## src/rtl/dm_ctl.sv

```systemverilog
// dm_ctl: data-memory controller, one load or store per req/done handshake
// against an internal DEPTH x DW array; load results held in o_rd_data.
// Optional build macro DM_CTL_RESET_CLEAR_EN: reset walks the array writing zeros.
// Ports:
//   i_clk      system clock, rising edge
//   i_reset    synchronous active-high reset
//   i_req      access request, sampled only while idle
//   i_we       1 = store, 0 = load (sampled with i_req)
//   i_dm_adr   word address from the lookup table
//   i_wr_data  store data (sampled with i_req)
//   o_rd_data  result of the most recent load, held between loads
//   o_done     one-cycle pulse when an access completes
//   o_busy     high whenever a new request would not be accepted
module dm_ctl #(
    parameter int AW    = 8,
    parameter int DW    = 8,
    parameter int DEPTH = 256
) (
    input  logic          i_clk,
    input  logic          i_reset,
    input  logic          i_req,
    input  logic          i_we,
    input  logic [AW-1:0] i_dm_adr,
    input  logic [DW-1:0] i_wr_data,
    output logic [DW-1:0] o_rd_data,
    output logic          o_done,
    output logic          o_busy
);
    localparam int IW = (DEPTH > 1) ? $clog2(DEPTH) : 1;
`ifdef DM_CTL_RESET_CLEAR_EN
    typedef enum logic [1:0] {IDLE, ACCESS, DONE, CLEAR} state_t;
`else
    typedef enum logic [1:0] {IDLE, ACCESS, DONE} state_t;
`endif
    state_t        r_state;
    logic          r_we;
    logic [AW-1:0] r_adr;
    logic [DW-1:0] r_wr_data;
    logic [DW-1:0] r_rd_data;
    logic          r_done;
    logic          r_busy;
    logic [DW-1:0] r_mem [DEPTH];
    logic          w_in_range;
    logic [IW-1:0] w_idx;
    logic          w_mem_we;
    logic [IW-1:0] w_mem_idx;
    logic [DW-1:0] w_mem_wdata;
    assign w_in_range = 32'(r_adr) < DEPTH;
    assign w_idx      = r_adr[IW-1:0];
`ifdef DM_CTL_RESET_CLEAR_EN
    logic [IW-1:0] r_cnt;
    // Single write port shared by the clear walk and normal stores; a reset
    // on the ACCESS edge suppresses the pending store.
    assign w_mem_we    = !i_reset && ((r_state == ACCESS && r_we && w_in_range) || r_state == CLEAR);
    assign w_mem_idx   = (r_state == CLEAR) ? r_cnt : w_idx;
    assign w_mem_wdata = (r_state == CLEAR) ? '0 : r_wr_data;
`else
    assign w_mem_we    = !i_reset && r_state == ACCESS && r_we && w_in_range;
    assign w_mem_idx   = w_idx;
    assign w_mem_wdata = r_wr_data;
`endif
    always_ff @(posedge i_clk) begin
        if (w_mem_we) r_mem[w_mem_idx] <= w_mem_wdata;
    end
    always_ff @(posedge i_clk) begin
        if (i_reset) begin
`ifdef DM_CTL_RESET_CLEAR_EN
            r_state <= CLEAR;
            r_busy  <= 1'b1;
            r_cnt   <= '0;
`else
            r_state <= IDLE;
            r_busy  <= 1'b0;
`endif
            r_done    <= 1'b0;
            r_rd_data <= '0;
        end else begin
            case (r_state)
                IDLE: begin
                    if (i_req) begin
                        r_state   <= ACCESS;
                        r_busy    <= 1'b1;
                        r_we      <= i_we;
                        r_adr     <= i_dm_adr;
                        r_wr_data <= i_wr_data;
                    end
                end
                ACCESS: begin
                    if (!r_we) r_rd_data <= w_in_range ? r_mem[w_idx] : '0;
                    r_done  <= 1'b1;
                    r_state <= DONE;
                end
                DONE: begin
                    r_done  <= 1'b0;
                    r_busy  <= 1'b0;
                    r_state <= IDLE;
                end
`ifdef DM_CTL_RESET_CLEAR_EN
                CLEAR: begin
                    r_cnt <= r_cnt + IW'(1);
                    if (r_cnt == IW'(DEPTH - 1)) begin
                        r_state <= IDLE;
                        r_busy  <= 1'b0;
                    end
                end
`endif
                default: r_state <= IDLE;
            endcase
        end
    end
    assign o_rd_data = r_rd_data;
    assign o_done    = r_done;
    assign o_busy    = r_busy;
endmodule

```

## config.mk

```make
export PLATFORM = sky130hd
export DESIGN_NAME = dm_ctl
export DESIGN_NICKNAME = d
export VERILOG_FILES = /design/src/rtl/dm_ctl.sv
export SDC_FILE = /design/constraint.sdc
export NUM_CORES = 2
export LEC_CHECK = 0
export CORE_ASPECT_RATIO = 1.25
export CORE_MARGIN = 5
export CORE_UTILIZATION = 45
export CTS_BUF_LIST = sky130_fd_sc_hd__clkbuf_16
export DETAILED_ROUTE_END_ITERATION = 10
export PLACE_DENSITY_LB_ADDON = 0.15
export SETUP_SLACK_MARGIN = 0.15
export SYNTH_ARGS = -nofsm -noshare
export SYNTH_HDL_FRONTEND = slang
export SYNTH_SLANG_ARGS = --single-unit
```

## constraint.sdc

```tcl
create_clock -name i_clk -period 11.5 [get_ports i_clk]
set_clock_uncertainty 0.15 [all_clocks]
set_input_delay 1.15 -clock i_clk [delete_from_list [all_inputs] [get_ports i_clk]]
set_output_delay 1.15 -clock i_clk [all_outputs]
set_load 0.01 [all_outputs]
```

* Word-level counts from Yosys, hierarchy flattened
Memories as Yosys holds them, arrays and structs flattened. A register that Yosys moved wholly into a read port is not among the register bits.
Index checks and enable logic that the tools add are counted.
** Cells by class
- Equality and inequality tests :: 3
- Multiplexer cells :: 7
- Bitwise logic cells :: 2
- Reduce and logical (&&, ||, !) cells :: 9
** Operators with widths (count)
- case mux 1 bit (2 select lines) :: 2
- case mux 2 bit (2 select lines) :: 1
- AND reduction 2 bit :: 2
- nonzero test 2 bit :: 2
- 2-to-1 mux 1 bit :: 3
- AND reduction 3 bit :: 1
- == test 2 x 1 -> 1 bit (second input constant) :: 1
- == test 2 bit (second input constant) :: 1
- logical AND 1 bit :: 2
- zero test 2 bit :: 1
- 2-to-1 mux 2 bit :: 1
- != test 2 bit (second input constant) :: 1
- inverter 1 bit :: 2
- zero test 1 bit :: 1
** Word-level totals
- Register bits after elaboration :: 21
- Bits in writable memories :: 2048
- Output and inout bits :: 10
- Logic and storage cells :: 28
- Memories :: 1
** Memory list
- r_mem :: words 256, width 8, read ports 1, clocked after memory_dff 1, wr ports 1, RTL line 42 : logic [DW-1:0] r_mem [DEPTH];

* Depth between registers and ports, before layout
- Depth after elaboration :: 5
- Depth in mapped cells :: 13
- Depth with buffers taken out :: 8

* Least setup slack after synthesis
OpenSTA, ideal clock, no wires.
- Path type :: reg2reg
- From :: register r_wr_data[0]
- To :: memory r_mem[0][0] (data pin)
- Library setup time :: 0.817 ns
- Arrival time :: 3.228 ns
- Required time :: 10.533 ns
- Path slack :: 7.304 ns
- Cell stages (with the launch flop) :: 1
- Path through :: edfxtp_1
** RTL lines
- from (decl) :: RTL line 38 : logic [DW-1:0] r_wr_data;
- from (signal assigned) :: RTL line 85 : r_wr_data <= i_wr_data;
- to (decl) :: RTL line 42
Straight into the memory's write port.

==> summary.md <==
| Metric | Value |
|---|---|
| Outcome | `complete, no violations` |
| Worst setup path endpoint | `o_rd_data[3]` |
| Drt first pass iters | `5` |
| Critical path depth | `9` |
| P_int | `between 10 and 15 mW` |
| Sequential share of power | `between 50% and 60%` |
| Post-synth top area share | `76.9%` |
| Number of global-route vias before repair | `between 40000 and 50000` |
| Multiplexer share of the synthesized area | `15.7%` |
| Mapped Area | `roughly 81000 sq um` |
| Hold_buf cts | `0` |
| Area Overhead vs Synth | `11.8%` |
| Worst R2R Setup Slack | `6560 ps` |
| Post-CTS setup buffer count | `0` |
| Most frequent cell after synthesis | `edfxtp_1` |
| Slowest CP cell | `buf_4` |
| Filler cell count | `14115` |
| End of the worst register-to-register path | `o_rd_data[3]` |
| Area of the core | `178000 sq um` |
| # clock sinks | `between 2000 and 2500` |
| PwrDens | `around 170 nW/um^2` |
| Critical Path Source | `r_adr[1]` |
| Synth top cells by count | `edfxtp_1 (2065), mux4_2 (495), nor2_1 (282), nand2_1 (179), mux2i_1 (145)` |
| Setup repair after global routing missed its margin | `false` |
| CP delay by family, top | `buffers and inverters` |
| Highest metal used | `met4` |
| Fin. max-slew vios | `0` |
| Global-route wire length before repair | `slightly above 300000 microns` |
| H-tree depth | `4` |
| Slew at the pin closest to its max-slew limit | `roughly 1400 ps` |
| Syn_area_per_cell | `approximately 21 sq um` |
| Simple-gate share of the synthesized area | `3.26%` |
| Die area | `about 190000 sq um` |
| Critical Path AT | `around 5500 ps` |
| Endpoints failing hold | `0` |
| Syn nets | `between 3000 and 4000` |
| WL met3 | `15100 microns` |
| Clk root buf | `clkbuf_16` |
| Area contributors post-synth | `edfxtp_1 (77%), mux4_2 (14%), mux2i_1 (1.8%), nor2_1 (1.3%), nand2_1 (0.83%)` |
| Layout cells sized above 1 | `21.9%` |
| Max-cap violation count | `0` |
| Xor-xnor portion of the synthesized cell area | `0%` |
| Synth area leader | `edfxtp_1` |
| Initial Utilization | `a little under half` |
| Reg2reg start | `r_adr[1]` |
| Initial antenna violation count | `5` |
| Sequential share of the synthesized area | `just under 80%` |
| Detailed-route wire length | `213000 microns` |
| Worst Setup Start Kind | `flop` |
| Port bufs | `29` |
| Row count | `between 150 and 200` |
| Resize count post-CTS | `0` |
| Min cycle time layout | `4940 ps` |
| Worst path cell trace | `buf_4 > buf_12 > buf_4 > mux4_2 > mux2i_1 > a221o_1 > o22ai_1 > o22ai_1 > a311oi_1` |
| Setup crit end kind | `flop` |
| Grt total ovfl | `0` |
| Drt wl/cell | `32.9 microns` |
| Main combinational cell family by area after synthesis | `multiplexers` |
| Combinational power share | `4.3%` |
| Ys flop type | `edfxtp_1` |
| P_leak | `between 20 and 30 nW` |
| Total CTS buffers | `just under 200` |
| Final #Nets | `3970` |
| CTS tree | `built` |
| Die Ht | `approximately 480 microns` |
| Reg2reg path depth | `9` |
| CP Max Fanout | `94` |
| Max frequency | `about 200 MHz` |
| Post-Synth Adder-Cell Area | `less than 1%` |
| Crit Path Class | `reg -> reg` |
| Synth Register Bits | `roughly 2100` |
| Cell count after synthesis | `3837` |
| Largest net degree at the start of global routing | `194` |
| Overall power | `15.5 mW` |
| Final setup vio count | `0` |
| WHS | `roughly 310 ps` |
| Drt initial violations | `4261` |
| # IOs | `30` |
| P_sw | `3.25 mW` |
| Clk pin slew, worst setup/hold paths | `about 60 ps` |
| Slew headroom | `~7.3%` |
| Final period utilization | `42.9%` |
| Post-route cell area | `90200 sq um` |
| Gpl congestion | `approximately 0.8` |
| Max rail drop VDD | `~0.17 mV` |
| Max stage delay on crit path | `between 800 and 900 ps` |
| FFs w/ async S/R, synth | `0%` |
| Clock share of power | `41.9%` |
| Distinct cells, synth | `63` |
| Yosys warns | `0` |
| Hold WC Path Type | `reg -> reg` |
| Skew-Pair Late Insertion Delay | `about 840 ps` |
| Critical path required time | `12040 ps` |
| Crit path buf inv count | `3` |
| GRT Total Usage | `22.6%` |
| DR DRC count | `0` |
| Post-synthesis compound-gate area fraction | `2.28%` |
| Die Wd | `389 microns` |
| DR vias | `~39000` |
| Post-synth EDFFs | `approximately 2100` |
| WL met2 | `105000 microns` |
| Vias per cell | `~6.0` |
| Setup TNS | `0 ps` |
| DRT met1 WL | `between 80000 and 90000 microns` |
| Clk buf depth | `3` |
| Detail Route Antenna Nets | `0` |
| Post-DP Area | `83700 sq um` |
| Switching share of total power | `21.0%` |
| HPWL after detailed placement | `around 130000 microns` |
[worst min-delay path by stage]
stage / from / to / slack (ps) / cells past startpoint
after floorplan: o_busy / o_busy / 330 / 2
after global placement: o_busy / o_busy / 320 / 2
after detailed placement: o_busy / o_busy / 310 / 2
after CTS: o_busy / o_busy / 320 / 2
after global routing: o_busy / o_busy / 330 / 2
final: o_busy / o_busy / 310 / 2
[layout by cell type (no fill, tap or decap), types with 4 or more instances in the layout]
master / synthesis / routed
a2111oi_0: 4 / 4
a211oi_1: 6 / 6
a21oi_1: 21 / 21
a221oi_1: 5 / 5
a22o_1: 7 / 7
a22oi_1: 40 / 40
a31oi_1: 9 / 9
a32o_1: 5 / 5
a32oi_1: 50 / 50
and3_1: 5 / 5
and3b_1: 4 / 4
buf_12: 1 / 11
buf_4: 35 / 102
bufinv_16: 0 / 23
clkbuf_16: 0 / 202
clkdlybuf4s50_1: 0 / 29
clkinv_1: 1 / 50
clkinv_2: 0 / 31
dfxtp_1: 12 / 12
edfxtp_1: 2065 / 2065
ha_1: 4 / 4
inv_1: 4 / 48
inv_6: 0 / 10
mux2_2: 5 / 5
mux2i_1: 145 / 145
mux4_2: 495 / 495
nand2_1: 179 / 179
nand2b_1: 8 / 8
nand3_1: 67 / 67
nand4_1: 7 / 7
nor2_1: 282 / 280
nor2b_1: 13 / 11
nor3_1: 29 / 28
nor4_1: 9 / 6
o2111ai_1: 4 / 4
o211ai_1: 4 / 4
o21ai_0: 43 / 41
o22ai_1: 26 / 26
[through the flow]
stage	cells	setup WS (ps)	utilization, %
final	6477	6560	50.6
after global routing	6475	6250	50.6
after CTS	6473	6510	50.6
after detailed placement	6108	6330	47.0
after global placement	6107	6330	47.0
after floorplan	3837	7300	-
[power by group through the flow]
stage	Combinational (mW)	Clock, mW	Sequential, mW
floorplan	0.349	0	8.55
CTS	0.668	6.59	8.33
detailed placement	0.668	0	8.49
global placement	0.663	0	8.49
global route	0.695	6.92	8.32
finish	0.661	6.48	8.33
[cells by family (layout without fill, tap and decap cells)]
group | count (synthesis) | after routing
other | 0 | 3
buffers and inverters | 238 | 513
AO/OA/AOI/OAI | 253 | 253
multiplexers | 645 | 645
AND/OR/NAND/NOR | 620 | 620
flip-flops | 2077 | 2077
adder cells (fa/ha/maj) | 4 | 4
[final cells by class]
| type | count | area, sq um | share of cell area, % |
|---|---|---|---|
| diodes | 3 | 7.51 | 0.00833 |
| inverters | 6 | 32.5 | 0.0361 |
| clock buffers | 202 | 5050 | 5.61 |
| well taps | 2362 | 2960 | 3.28 |
| repair buffers | 142 | 1280 | 1.42 |
| multi-input cells | 1522 | 17200 | 19.1 |
| flip-flops and latches | 2077 | 62200 | 69.0 |
| clock inverters | 163 | 1360 | 1.51 |
[state kept, by name, summed over array words and instances, names as in the netlist]
register / cells
r_mem: 2048
r_wr_data: 8
r_adr: 8
o_busy: 1
r_we: 1
o_rd_data: 8
r_state: 2
o_done: 1
[tightest hold or removal path, cell delays in order (launching register included)]
cell     delay, ps
dfxtp_1        310
nand2_1         50
a21oi_1         50
[layer usage]
metal	track usage, %	vias to the layer above
met2	36.6	1503
met5	0	-
met3	4.65	320
met4	6.82	0
met1	31.1	21133
li1	-	16181
Power figures use the tool's default switching activity.
